File: config.mk
export PLATFORM = sky130hd
export DESIGN_NAME = pipeline_core_param
export DESIGN_NICKNAME = d
export VERILOG_FILES = /design/src/rtl/pipeline_core_param.sv
export SDC_FILE = /design/constraint.sdc
export NUM_CORES = 1
export LEC_CHECK = 0
export CAP_MARGIN = 15
export CORE_AREA = 2 2 156 310
export CTS_CLUSTER_DIAMETER = 150
export DETAILED_ROUTE_END_ITERATION = 12
export DIE_AREA = 0 0 158 312
export PLACE_DENSITY = 0.78
export RECOVER_POWER = 50
export SLEW_MARGIN = 25
export SYNTH_ARGS = -nofsm -noshare
export SYNTH_HDL_FRONTEND = slang
export SYNTH_SLANG_ARGS = --single-unit
File: constraint.sdc
create_clock -name clk -period 14.33 [get_ports clk]
set_clock_uncertainty 0.1 [all_clocks]
set_input_delay 1.433 -clock clk [delete_from_list [all_inputs] [get_ports clk]]
set_output_delay 1.433 -clock clk [all_outputs]
set_load 0.05 [all_outputs]
File: src/rtl/pipeline_core_param.sv
// Parametrised 5-stage (IF/ID/EX/MEM/WB) in-order integer pipeline with
// EX-operand forwarding, load-use stall, branch/jump flush and external memories.
module pipeline_core_param #(
   parameter int unsigned DATA_W   = 16,
   parameter int unsigned PC_W     = 12,
   parameter int unsigned RA_W     = 4,
   parameter int unsigned DADDR_W  = 8,
   parameter int unsigned RESET_PC = 0,
   localparam int unsigned INST_W  = 4 + 3 * RA_W
) (
   input  logic               clk,
   input  logic               reset,
   input  logic               enable,
   output logic [PC_W-1:0]    imem_addr,
   input  logic [INST_W-1:0]  imem_data,
   output logic [DADDR_W-1:0] dmem_addr,
   output logic [DATA_W-1:0]  dmem_wdata,
   output logic               dmem_we,
   input  logic [DATA_W-1:0]  dmem_rdata,
   output logic [DATA_W-1:0]  result_w,
   output logic               retire_valid,
   output logic [RA_W-1:0]    retire_rd,
   output logic               stall_o,
   output logic               flush_o
);

   localparam int unsigned NUM_REGS = 1 << RA_W;

   localparam logic [3:0] OP_NOP  = 4'd0;
   localparam logic [3:0] OP_ADD  = 4'd1;
   localparam logic [3:0] OP_SUB  = 4'd2;
   localparam logic [3:0] OP_AND  = 4'd3;
   localparam logic [3:0] OP_OR   = 4'd4;
   localparam logic [3:0] OP_ADDI = 4'd5;
   localparam logic [3:0] OP_LD   = 4'd6;
   localparam logic [3:0] OP_ST   = 4'd7;
   localparam logic [3:0] OP_BEQ  = 4'd8;
   localparam logic [3:0] OP_JMP  = 4'd9;

   logic [PC_W-1:0]   pc_q, pc_d;
   logic              ifid_valid_q, ifid_valid_d;
   logic [INST_W-1:0] ifid_inst_q, ifid_inst_d;
   logic [PC_W-1:0]   ifid_pc_q, ifid_pc_d;

   logic              idex_valid_q, idex_valid_d;
   logic [3:0]        idex_op_q, idex_op_d;
   logic [RA_W-1:0]   idex_rd_q, idex_rd_d, idex_rs_q, idex_rs_d, idex_rt_q, idex_rt_d;
   logic [DATA_W-1:0] idex_dv_q, idex_dv_d, idex_av_q, idex_av_d, idex_bv_q, idex_bv_d;
   logic [PC_W-1:0]   idex_pc_q, idex_pc_d;

   logic              exmem_wr_q, exmem_wr_d, exmem_ld_q, exmem_ld_d, exmem_st_q, exmem_st_d;
   logic [RA_W-1:0]   exmem_rd_q, exmem_rd_d;
   logic [DATA_W-1:0] exmem_res_q, exmem_res_d, exmem_sd_q, exmem_sd_d;

   logic              memwb_wr_q, memwb_wr_d;
   logic [RA_W-1:0]   memwb_rd_q, memwb_rd_d;
   logic [DATA_W-1:0] memwb_res_q, memwb_res_d;

   logic [DATA_W-1:0] regs_q [NUM_REGS];

   logic [3:0]        id_op;
   logic [RA_W-1:0]   id_rd, id_rs, id_rt;
   logic [DATA_W-1:0] id_dv, id_av, id_bv;
   logic              id_uses_rd, id_uses_rs, id_uses_rt;
   logic              wb_we, load_use;

   logic [DATA_W-1:0] ex_a, ex_b, ex_d, ex_imm, ex_res;
   logic              ex_taken;
   logic [PC_W-1:0]   ex_target;

   assign id_op = ifid_inst_q[INST_W-1 -: 4];
   assign id_rd = ifid_inst_q[3*RA_W-1 -: RA_W];
   assign id_rs = ifid_inst_q[2*RA_W-1 -: RA_W];
   assign id_rt = ifid_inst_q[RA_W-1:0];

   assign wb_we = enable && memwb_wr_q && (memwb_rd_q != '0);

   // Register read with write-first bypass from the retiring WB value
   always_comb begin
      id_dv = (id_rd == '0) ? '0 : (wb_we && memwb_rd_q == id_rd) ? memwb_res_q : regs_q[id_rd];
      id_av = (id_rs == '0) ? '0 : (wb_we && memwb_rd_q == id_rs) ? memwb_res_q : regs_q[id_rs];
      id_bv = (id_rt == '0) ? '0 : (wb_we && memwb_rd_q == id_rt) ? memwb_res_q : regs_q[id_rt];
   end

   always_comb begin
      id_uses_rs = (id_op >= OP_ADD) && (id_op <= OP_BEQ);
      id_uses_rt = (id_op >= OP_ADD) && (id_op <= OP_OR);
      id_uses_rd = (id_op == OP_ST) || (id_op == OP_BEQ);
      load_use   = ifid_valid_q && idex_valid_q && (idex_op_q == OP_LD) && (idex_rd_q != '0) &&
                   ((id_uses_rs && id_rs == idex_rd_q) ||
                    (id_uses_rt && id_rt == idex_rd_q) ||
                    (id_uses_rd && id_rd == idex_rd_q));
   end

   // A load still in MEM has no data yet, so only non-load EX/MEM writers forward
   function automatic logic [DATA_W-1:0] fwd(input logic [RA_W-1:0] a,
                                              input logic [DATA_W-1:0] cap);
      if (a != '0 && exmem_wr_q && !exmem_ld_q && exmem_rd_q == a) return exmem_res_q;
      else if (a != '0 && memwb_wr_q && memwb_rd_q == a) return memwb_res_q;
      else return cap;
   endfunction

   always_comb begin
      ex_a   = fwd(idex_rs_q, idex_av_q);
      ex_b   = fwd(idex_rt_q, idex_bv_q);
      ex_d   = fwd(idex_rd_q, idex_dv_q);
      ex_imm = DATA_W'(idex_rt_q);
      case (idex_op_q)
         OP_ADD:                ex_res = ex_a + ex_b;
         OP_SUB:                ex_res = ex_a - ex_b;
         OP_AND:                ex_res = ex_a & ex_b;
         OP_OR:                 ex_res = ex_a | ex_b;
         OP_ADDI, OP_LD, OP_ST: ex_res = ex_a + ex_imm;
         default:               ex_res = '0;
      endcase
      ex_taken  = idex_valid_q && (((idex_op_q == OP_BEQ) && (ex_d == ex_a)) || (idex_op_q == OP_JMP));
      ex_target = (idex_op_q == OP_JMP) ? PC_W'({idex_rd_q, idex_rs_q, idex_rt_q})
                                        : idex_pc_q + PC_W'(1) + PC_W'($signed(idex_rt_q));
   end

   always_comb begin
      pc_d         = pc_q;
      ifid_valid_d = ifid_valid_q;
      ifid_inst_d  = ifid_inst_q;
      ifid_pc_d    = ifid_pc_q;
      idex_valid_d = idex_valid_q;
      idex_op_d    = idex_op_q;
      idex_rd_d    = idex_rd_q;
      idex_rs_d    = idex_rs_q;
      idex_rt_d    = idex_rt_q;
      idex_dv_d    = idex_dv_q;
      idex_av_d    = idex_av_q;
      idex_bv_d    = idex_bv_q;
      idex_pc_d    = idex_pc_q;
      // Redirect beats a stall: both younger stages become bubbles
      if (ex_taken) begin
         pc_d         = ex_target;
         ifid_valid_d = 1'b0;
         idex_valid_d = 1'b0;
         idex_op_d    = OP_NOP;
      end else if (load_use) begin
         idex_valid_d = 1'b0;
         idex_op_d    = OP_NOP;
      end else begin
         pc_d         = pc_q + PC_W'(1);
         ifid_valid_d = 1'b1;
         ifid_inst_d  = imem_data;
         ifid_pc_d    = pc_q;
         idex_valid_d = ifid_valid_q;
         idex_op_d    = ifid_valid_q ? id_op : OP_NOP;
         idex_rd_d    = id_rd;
         idex_rs_d    = id_rs;
         idex_rt_d    = id_rt;
         idex_dv_d    = id_dv;
         idex_av_d    = id_av;
         idex_bv_d    = id_bv;
         idex_pc_d    = ifid_pc_q;
      end
      exmem_wr_d  = idex_valid_q && (idex_op_q >= OP_ADD) && (idex_op_q <= OP_LD);
      exmem_ld_d  = idex_valid_q && (idex_op_q == OP_LD);
      exmem_st_d  = idex_valid_q && (idex_op_q == OP_ST);
      exmem_rd_d  = idex_rd_q;
      exmem_res_d = ex_res;
      exmem_sd_d  = ex_d;
      memwb_wr_d  = exmem_wr_q;
      memwb_rd_d  = exmem_rd_q;
      memwb_res_d = exmem_ld_q ? dmem_rdata : exmem_res_q;
   end

   always_ff @(posedge clk) begin
      if (reset) begin
         pc_q         <= PC_W'(RESET_PC);
         ifid_valid_q <= 1'b0;
         ifid_inst_q  <= '0;
         ifid_pc_q    <= '0;
         idex_valid_q <= 1'b0;
         idex_op_q    <= OP_NOP;
         idex_rd_q    <= '0;
         idex_rs_q    <= '0;
         idex_rt_q    <= '0;
         idex_dv_q    <= '0;
         idex_av_q    <= '0;
         idex_bv_q    <= '0;
         idex_pc_q    <= '0;
         exmem_wr_q   <= 1'b0;
         exmem_ld_q   <= 1'b0;
         exmem_st_q   <= 1'b0;
         exmem_rd_q   <= '0;
         exmem_res_q  <= '0;
         exmem_sd_q   <= '0;
         memwb_wr_q   <= 1'b0;
         memwb_rd_q   <= '0;
         memwb_res_q  <= '0;
      end else if (enable) begin
         pc_q         <= pc_d;
         ifid_valid_q <= ifid_valid_d;
         ifid_inst_q  <= ifid_inst_d;
         ifid_pc_q    <= ifid_pc_d;
         idex_valid_q <= idex_valid_d;
         idex_op_q    <= idex_op_d;
         idex_rd_q    <= idex_rd_d;
         idex_rs_q    <= idex_rs_d;
         idex_rt_q    <= idex_rt_d;
         idex_dv_q    <= idex_dv_d;
         idex_av_q    <= idex_av_d;
         idex_bv_q    <= idex_bv_d;
         idex_pc_q    <= idex_pc_d;
         exmem_wr_q   <= exmem_wr_d;
         exmem_ld_q   <= exmem_ld_d;
         exmem_st_q   <= exmem_st_d;
         exmem_rd_q   <= exmem_rd_d;
         exmem_res_q  <= exmem_res_d;
         exmem_sd_q   <= exmem_sd_d;
         memwb_wr_q   <= memwb_wr_d;
         memwb_rd_q   <= memwb_rd_d;
         memwb_res_q  <= memwb_res_d;
      end
   end

   always_ff @(posedge clk) begin
      if (reset) begin
         for (int i = 0; i < NUM_REGS; i++) regs_q[i] <= '0;
      end else if (wb_we) begin
         regs_q[memwb_rd_q] <= memwb_res_q;
      end
   end

   assign imem_addr    = pc_q;
   assign dmem_addr    = DADDR_W'(exmem_res_q);
   assign dmem_wdata   = exmem_sd_q;
   assign dmem_we      = enable && exmem_st_q;
   assign result_w     = memwb_res_q;
   assign retire_valid = enable && memwb_wr_q;
   assign retire_rd    = memwb_rd_q;
   assign stall_o      = enable && load_use && !ex_taken;
   assign flush_o      = enable && ex_taken;

endmodule
# Word-level counts from Yosys, hierarchy flattened

Memory sizes are Yosys's and may differ from the RTL's. A register that Yosys moved wholly into a read port is not among the register bits.
Cells that the tools add are included.
Widths: inputs -> output; s select.

Memories kept: 1
Word-level logic and storage cells: 157
RAM bits: 256
Register bits after elaboration: 178

Memories:

| name   | words | bits a word | rd ports | clocked after memory_dff | write ports | RTL line | text |
|---|---|---|---|---|---|---|---|
| regs_q | 16    | 16          | 3        | 3                        | 16          | 59       | `logic [DATA_W-1:0] regs_q [NUM_REGS];` |

Mux-type cells: 38
Order comparisons: 5
Eq/ne operators: 25
$add $sub $neg: 6
Reductions and logical operators: 56
Bitwise gates (word level): 4

Operator list:

| cell                  | count |
|---|---|
| $mux 16               | 14 |
| $pmux 16 s5           | 1 |
| $eq 4x4->1            | 12 |
| $mux 4                | 10 |
| $logic_and 1x1->1     | 39 |
| $mux 12               | 3 |
| $add 12x1->12 const B | 2 |
| $eq 4x3->1 const B    | 5 |
| $add 16x16->16        | 1 |
| $add 16x4->16         | 1 |
| $and 16x16->16        | 1 |
| $eq 16x16->1          | 1 |
| $or 16x16->16         | 1 |
| $reduce_bool 4->1     | 4 |
| $reduce_or 16->1      | 1 |
| $sub 16x16->16        | 1 |
| $add 12x12->12        | 1 |
| $eq 4x4->1 const B    | 3 |
| $logic_not 4->1       | 3 |
| $mux 1                | 10 |
| $eq 4x2->1 const B    | 2 |
| $ge 4x1->1 const B    | 2 |
| $le 4x3->1 const B    | 2 |
| $eq 4x1->1 const B    | 1 |
| other kinds (8)       | 13 |

# Depth between registers and ports, before layout

Word-level depth: 13
Gate-level depth with buffers: 24

# Worst setup path after synthesis

No wires, ideal clock.

Path type: flip-flop to flip-flop
Start point: register memwb_rd_q[3], in the netlist retire_rd[3]
End point: register exmem_res_q[13]
Required time: 14.115 ns
Library setup time: 0.115 ns
Cell stages (with the launch flop): 23
Buffers on the path: 2
Clock period less this slack: 5.770 ns
Arrival: 5.555 ns
Slack: 8.560 ns
Cells stage by stage: dfxtp_1 > buf_2 > xnor2_1 > nand4_1 > a21oi_1 > buf_2 > mux2i_1 > nand2_1 > o21ai_1 > ha_1 > a221o_1 > ha_1 > a21o_1 > a21oi_1 > o21ai_0 > o211a_1 > a41o_1 > o41ai_1 > o21ai_0 > xnor2_1 > a222oi_1 > o22ai_1 > and2_1

Word-level cells in the longest chain between the ends: 6
Elaborated cells on any way between the ends: 14
Classes of those cells: add/sub (3); eq/ne (2); mux (5); bitwise (2); reduce/logical (2)

RTL lines:

| element                                     | RTL line | text |
|---|---|---|
| start, declared                             | 56       | `logic [RA_W-1:0] memwb_rd_q, memwb_rd_d;` |
| start signal, assigned                      | 215      | `memwb_rd_q <= memwb_rd_d;` |
| $eq 4x4->1                                  | 99       | `else if (a != '0 && memwb_wr_q && memwb_rd_q == a) return memwb_res_q;` |
| $logic_and 1x1->1                           | 99       |  |
| $mux 16                                     | 99       |  |
| $mux 16                                     | 98       | `if (a != '0 && exmem_wr_q && !exmem_ld_q && exmem_rd_q == a) return exmem_res_q;` |
| $add 16x4->16, or another cell as far along | 113      | `OP_ADDI, OP_LD, OP_ST: ex_res = ex_a + ex_imm;` |
| $pmux 16 s5 *                               | 108      | `case (idex_op_q)` |
| end signal, assigned                        | 212      | `exmem_res_q <= exmem_res_d;` |
| end, declared                               | 53       | `logic [DATA_W-1:0] exmem_res_q, exmem_res_d, exmem_sd_q, exmem_sd_d;` |

Mark *: on every way between the ends. The rest lies on a longest branch, timed or not.
A chain may end at the register's enable or synchronous reset.

==> qor.txt <==
Max-Slew Margin vs Limit -> -137%
Initial DRC count -> 2507
CP Class -> input pin to flip-flop
Final GP Congestion -> 0.978
Leakage power -> 10.8 nW
CTS Buf Count -> 42
Post-synth cell types -> 83
CP Data Arrival Time -> 7660 ps
Worst-Skew Late Latency -> 600 ps
CP dominant cell by count -> clkbuf_1
Area growth, synth to finish -> 9.22%
Detailed placement HPWL -> 62200 um
WL final -> 86600 um
Highest clock rate -> 132 MHz
Clock transition at path regs -> 70 ps
CP max stage delay -> 2690 ps
Die W -> 158 um
DR pass1 iterations -> 6
Synth Flop Type -> edfxtp_1
Post_cts resized -> 0
Max IR drop VDD -> 0.000125 V
Crit path cell chain -> clkbuf_1 -> clkinvlp_2 -> o21ai_0 -> clkbuf_1
Failing checks -> max-capacitance violations, max-slew violations
Number of flops mapped to enable cells by yosys -> 256
Asr flop ratio synth -> 0%
Routed via count -> 21651
Post-synth top area cell -> edfxtp_1
Max FO, Critical Path -> 53
Setup TNS -> 0 ps
Count of final max-slew check failures -> 165
Post-DR wirelength/cell -> 28.2 um
Design Area, Final -> 30300 um2
Clk sinks -> 446
Share of the synthesized area in the top cell type -> 27.7%
Die ar. -> 49300 um2
Area after DPL -> 29000 um2
CP Launch Point -> reset
Maximum buffer depth of the clock tree -> 3
CTS root buffer -> clkbuf_16
Crit path buf inv count -> 3
GR Overflow Total -> 0
Outcome -> finished, violations left
Startpoint of the worst hold path -> idex_dv_q[2]$_SDFFE_PP0P_
Diodes inserted -> 0
Seq cells post-synth -> 446
Period utilization -> 52.9%
Seq/Total Area, Yosys -> 41.4%
Critical path launch point type -> input pin
Worst reg2reg startpoint -> idex_rt_q[3]$_SDFFE_PP0P_
Hold Buf Count CTS -> 0
Final hold vios -> 0
Crit-path slowest cell -> clkinvlp_2
Endpoints failing setup -> 0
Unrepaired setup endpoints after global routing -> no
Die height -> 312 um
Largest net degree at the start of global routing -> 92
Syn. warnings -> 0
Power per cell area -> 100 nW/um2
Top cell family by delay on the critical path -> buffers and inverters
Top post-synthesis cells by area -> edfxtp_1 28%, mux4_2 19%, dfxtp_1 14%, and2_1 5.8%, mux2i_1 4.0%
Register area -> 11500 um2
Fill count -> 3592
Netlist Area Pre-Place -> 27800 um2
ANT nets after route -> 0
Post-CTS Setup Inserts -> 0
First-pass GRT wire length -> 132000 um
Syn avg cell area -> 11.4 um2
Max-cap violations -> 4
WHS -> 365 ps
DRC Markers -> 0
Period minus WS final -> 7580 ps
Most frequent cells after synthesis -> 256 x and2_1, 256 x edfxtp_1, 240 x mux4_2
Post-Synthesis Cells -> 2442
Port Buffers -> 94
Gr usage total -> 35.6%
Vias per inst -> 7.05
Initial core utilization -> 59.4%
Num rows -> 112
CP required -> 14410 ps
Hold WC Path Type -> flip-flop to flip-flop
Slew @ Worst Pin -> 3560 ps
CTS tree -> yes
Core area -> 46800 um2
Area of the multi-input gates -> 15200 um2
H-tree Lvls -> 2
Fraction of layout cells with a size suffix above 1 -> 17.4%
Vias in the first global route -> 21969
Total Nets Final -> 2473
Initial antenna violation count -> 1
CP endpoint kind -> flip-flop
Top-level I/O count -> 95
-- state kept, by name (all words and copies together), names as in the netlist, 16 cells and up, named ones only --
name,cells
regs_q,256
dmem_wdata,16
exmem_res_q,16
idex_av_q,16
idex_bv_q,16
idex_dv_q,16
ifid_inst_q,16
result_w,16
-- layer usage --
layer,routed length [um],global-route usage [%],up-vias
met5,7,0,-
met4,6810,23.0,2
met3,5910,5.07,396
met2,45400,63.0,1257
met1,28400,39.4,10717
li1,-,-,9279
-- cell usage in the layout (no fill, tap or decap), drive strengths merged, types with 43 or more instances in the layout --
master / synthesis / final
a21oi: 118 / 118
a31o: 43 / 43
and2: 256 / 256
clkbuf: 174 / 76
clkdlybuf4s50: 0 / 55
dfxtp: 190 / 190
edfxtp: 256 / 256
mux2i: 112 / 112
mux4: 240 / 240
nand2: 115 / 115
nor2: 174 / 174
nor3: 46 / 46
o21ai: 91 / 91
o31ai: 46 / 46
-- tightest hold or removal path: stages, from the launching register on --
cell	delay, ps
dfxtp_1	310
nand2_1	50
o21ai_0	60
-- metrics by stage --
step | util [%] | setup WS (ps) | std cells | power (W)
finish | 64.8 | 6750 | 3069 | 0.00303
detailed placement | 62.0 | 7910 | 2991 | 0.00191
CTS | 65.0 | 7280 | 3069 | 0.00304
global placement | 61.9 | 8030 | 2989 | 0.00190
floorplan | - | 8560 | 2457 | 0.00177
global route | 64.8 | 6500 | 3069 | 0.00311
-- logic make-up after synthesis --
kind of cell               synth area share, %
DFF                                       41.4
and+or+nand+nor                           14.0
muxes                                     23.6
xor gates and xnor gates                  2.52
other                                   0.0135
AOI/OAI and AO/OA                         12.7
adders and majority gates                 1.41
buffers and inverters                     4.31
-- cell type report --
cell class                      count  area share, %
Clock buffer                       56           3.84
Clock inverter                     22          0.668
Inverter                           39          0.487
Multi-Input combinational cell   1728           50.1
Sequential cell                   446           37.9
Tap cell                          627           2.59
Timing Repair Buffer              151           4.37
-- final timing paths --
check	endpoint	slack (ps)	cells after the start
setup / recovery	regs_q[7][14]$_SDFFCE_PN0P_	6750	4
hold / removal	idex_dv_q[2]$_SDFFE_PP0P_	370	2
setup reg to reg	exmem_res_q[13]$_SDFFE_PP0P_	8080	21
hold reg to reg	idex_dv_q[2]$_SDFFE_PP0P_	370	2
-- power breakdown --
group | internal (W) | switching [W]
Combinational | 0.000194 | 0.000232
Sequential | 0.00140 | 0.0000683
Clock | 0.000617 | 0.000525
Total | 0.00221 | 0.000825
Note: power is estimated with default switching activity, not from simulation.
==> variant, RTL diff (same flow settings) <==
The parameter `RA_W` goes from 4 to 3.
--- a/src/rtl/pipeline_core_param.sv
+++ b/src/rtl/pipeline_core_param.sv
@@ -5,3 +5,3 @@
    parameter int unsigned PC_W     = 12,
-   parameter int unsigned RA_W     = 4,
+   parameter int unsigned RA_W     = 3,
    parameter int unsigned DADDR_W  = 8,
Interface: changed (resized imem_data and retire_rd); port bits go from 95 to 91. No check against the original RTL was run, so the function may have changed too.
==> variant against the original RTL <==
  * The run still ends with max-capacitance violations, max-slew violations left
  * Non-clock buffer count down 11
  * Wire length shrank 21%
  * Setup slack worse by 1600 ps
  * First-iteration DRC count shrank 42%
  * Final area shrank 27%
  * Sequential share of layout area is 4.3 points lower
  * Sequential cell count down 139
  * Core utilization decreased by 18 points
  * Fmax down 17%
  * Total power shrank 31%
  * Synthesized area fell by 28%
  * Largest cell class unchanged
  * Highest routed layer is now met4
==> variant: results (changes against the original RTL) <==
synthesis:
  seq_area_frac_synth_pct: 37.2  # -4.2 points
  synth_cell_types: 88  # +6.0%
  yosys-top-cells-area: "edfxtp_1, dfxtp_1, mux4_2, mux2i_1, and2_1"
  syn-cell-area_um2: 20000  # -28%
  ys.flop_type: "dfxtp_1"
  synth_common_cells: "dfxtp_1, nand2_1, nor2_1, mux2i_1, edfxtp_1"
  syn-instance-count: 2037  # -17%
placed_design:
  placed_area_um2: 21200  # -27%
  hpwl_mm: 50.4  # -19%
  port-buffer-count: 90  # -4.3%
  place.gp.congestion: 0.972  # -0.63%
worst_hold_path:
  holdPathEnd: "ifid_pc_q[10]"
  holdCritStartpoint: "ifid_pc_q[10]"
job:
  maxCapViolCount: 4  # unchanged
outcome:
  violations: "max-capacitance violations, max-slew violations"
  status: "finished with violations"
final_layout:
  inverters: 30  # -23%
  clk_share_pct: 4.15  # -0.36 points
  fin_nets: 2080  # -16%
  nonClkBufAreaFrac_pct: 5.58  # +1.2 points
  nNonClkBuffers: 140  # -7.3%
  multi_input_area_share_pct: 52.5  # +2.4 points
  layout.cells.non_filler: 2667  # -13%
global_routing:
  antenna_found_initial: 0  # -1
  grt_pass1_vias: 17000  # -23%
sta:
  drv_slew: 241  # +46%
  hold_slack_ps: 375  # +10.1 ps
critical_path:
  endpoint: "regs_q[2][11]"
  critical-path-max-stage-delay_ps: 2450  # -240 ps
  r2r_slack_ps: 7900  # -180 ps
  reg2reg_depth: 13  # -38%
  cp_max_fo: 94  # +77%
route:
  drt_iter0_drc: 1465  # -42%
power_and_ir_drop:
  p_switching_w: 0.000590  # -28%
  ir_worst_vdd_mv: 0.0865  # -31%
  p_per_area_nw_per_um2: 94.6  # -5.4%
  clock_power_w: 0.000783  # -31%
  p_leak_nw: 7.90  # -27%
clock_tree:
  h-tree-depth: 1  # -1
[variant: changes by cell type after synthesis, sizes merged, moves of 32 or more]
| cell | before | now |
|---|---|---|
| o31ai | 46 | 14 |
| clkbuf | 174 | 112 |
| a21oi | 118 | 76 |
| o21ai | 91 | 56 |
| mux4 | 240 | 96 |
| edfxtp | 256 | 128 |
| and2 | 256 | 113 |
| nor3 | 46 | 124 |
| nand2 | 115 | 175 |
[variant: kinds of logic after synthesis]
logic type                 share of synthesized area [%]
muxes                                               18.2
adders and majority gates                           1.89
buffers and inverters                               5.16
other                                             0.0188
xor gates and xnor gates                            3.27
and+or+nand+nor                                     17.2
AOI/OAI and AO/OA                                   17.1
DFF                                                 37.2
[variant: metal layers]
layer | global-route usage [%] | vias to the layer above | routed length, µm
li1 | - | 7634 | -
met1 | 28.4 | 8323 | 22900
met2 | 49.9 | 783 | 35600
met3 | 2.68 | 276 | 3650
met4 | 20.8 | 0 | 6330
met5 | 0 | - | 0
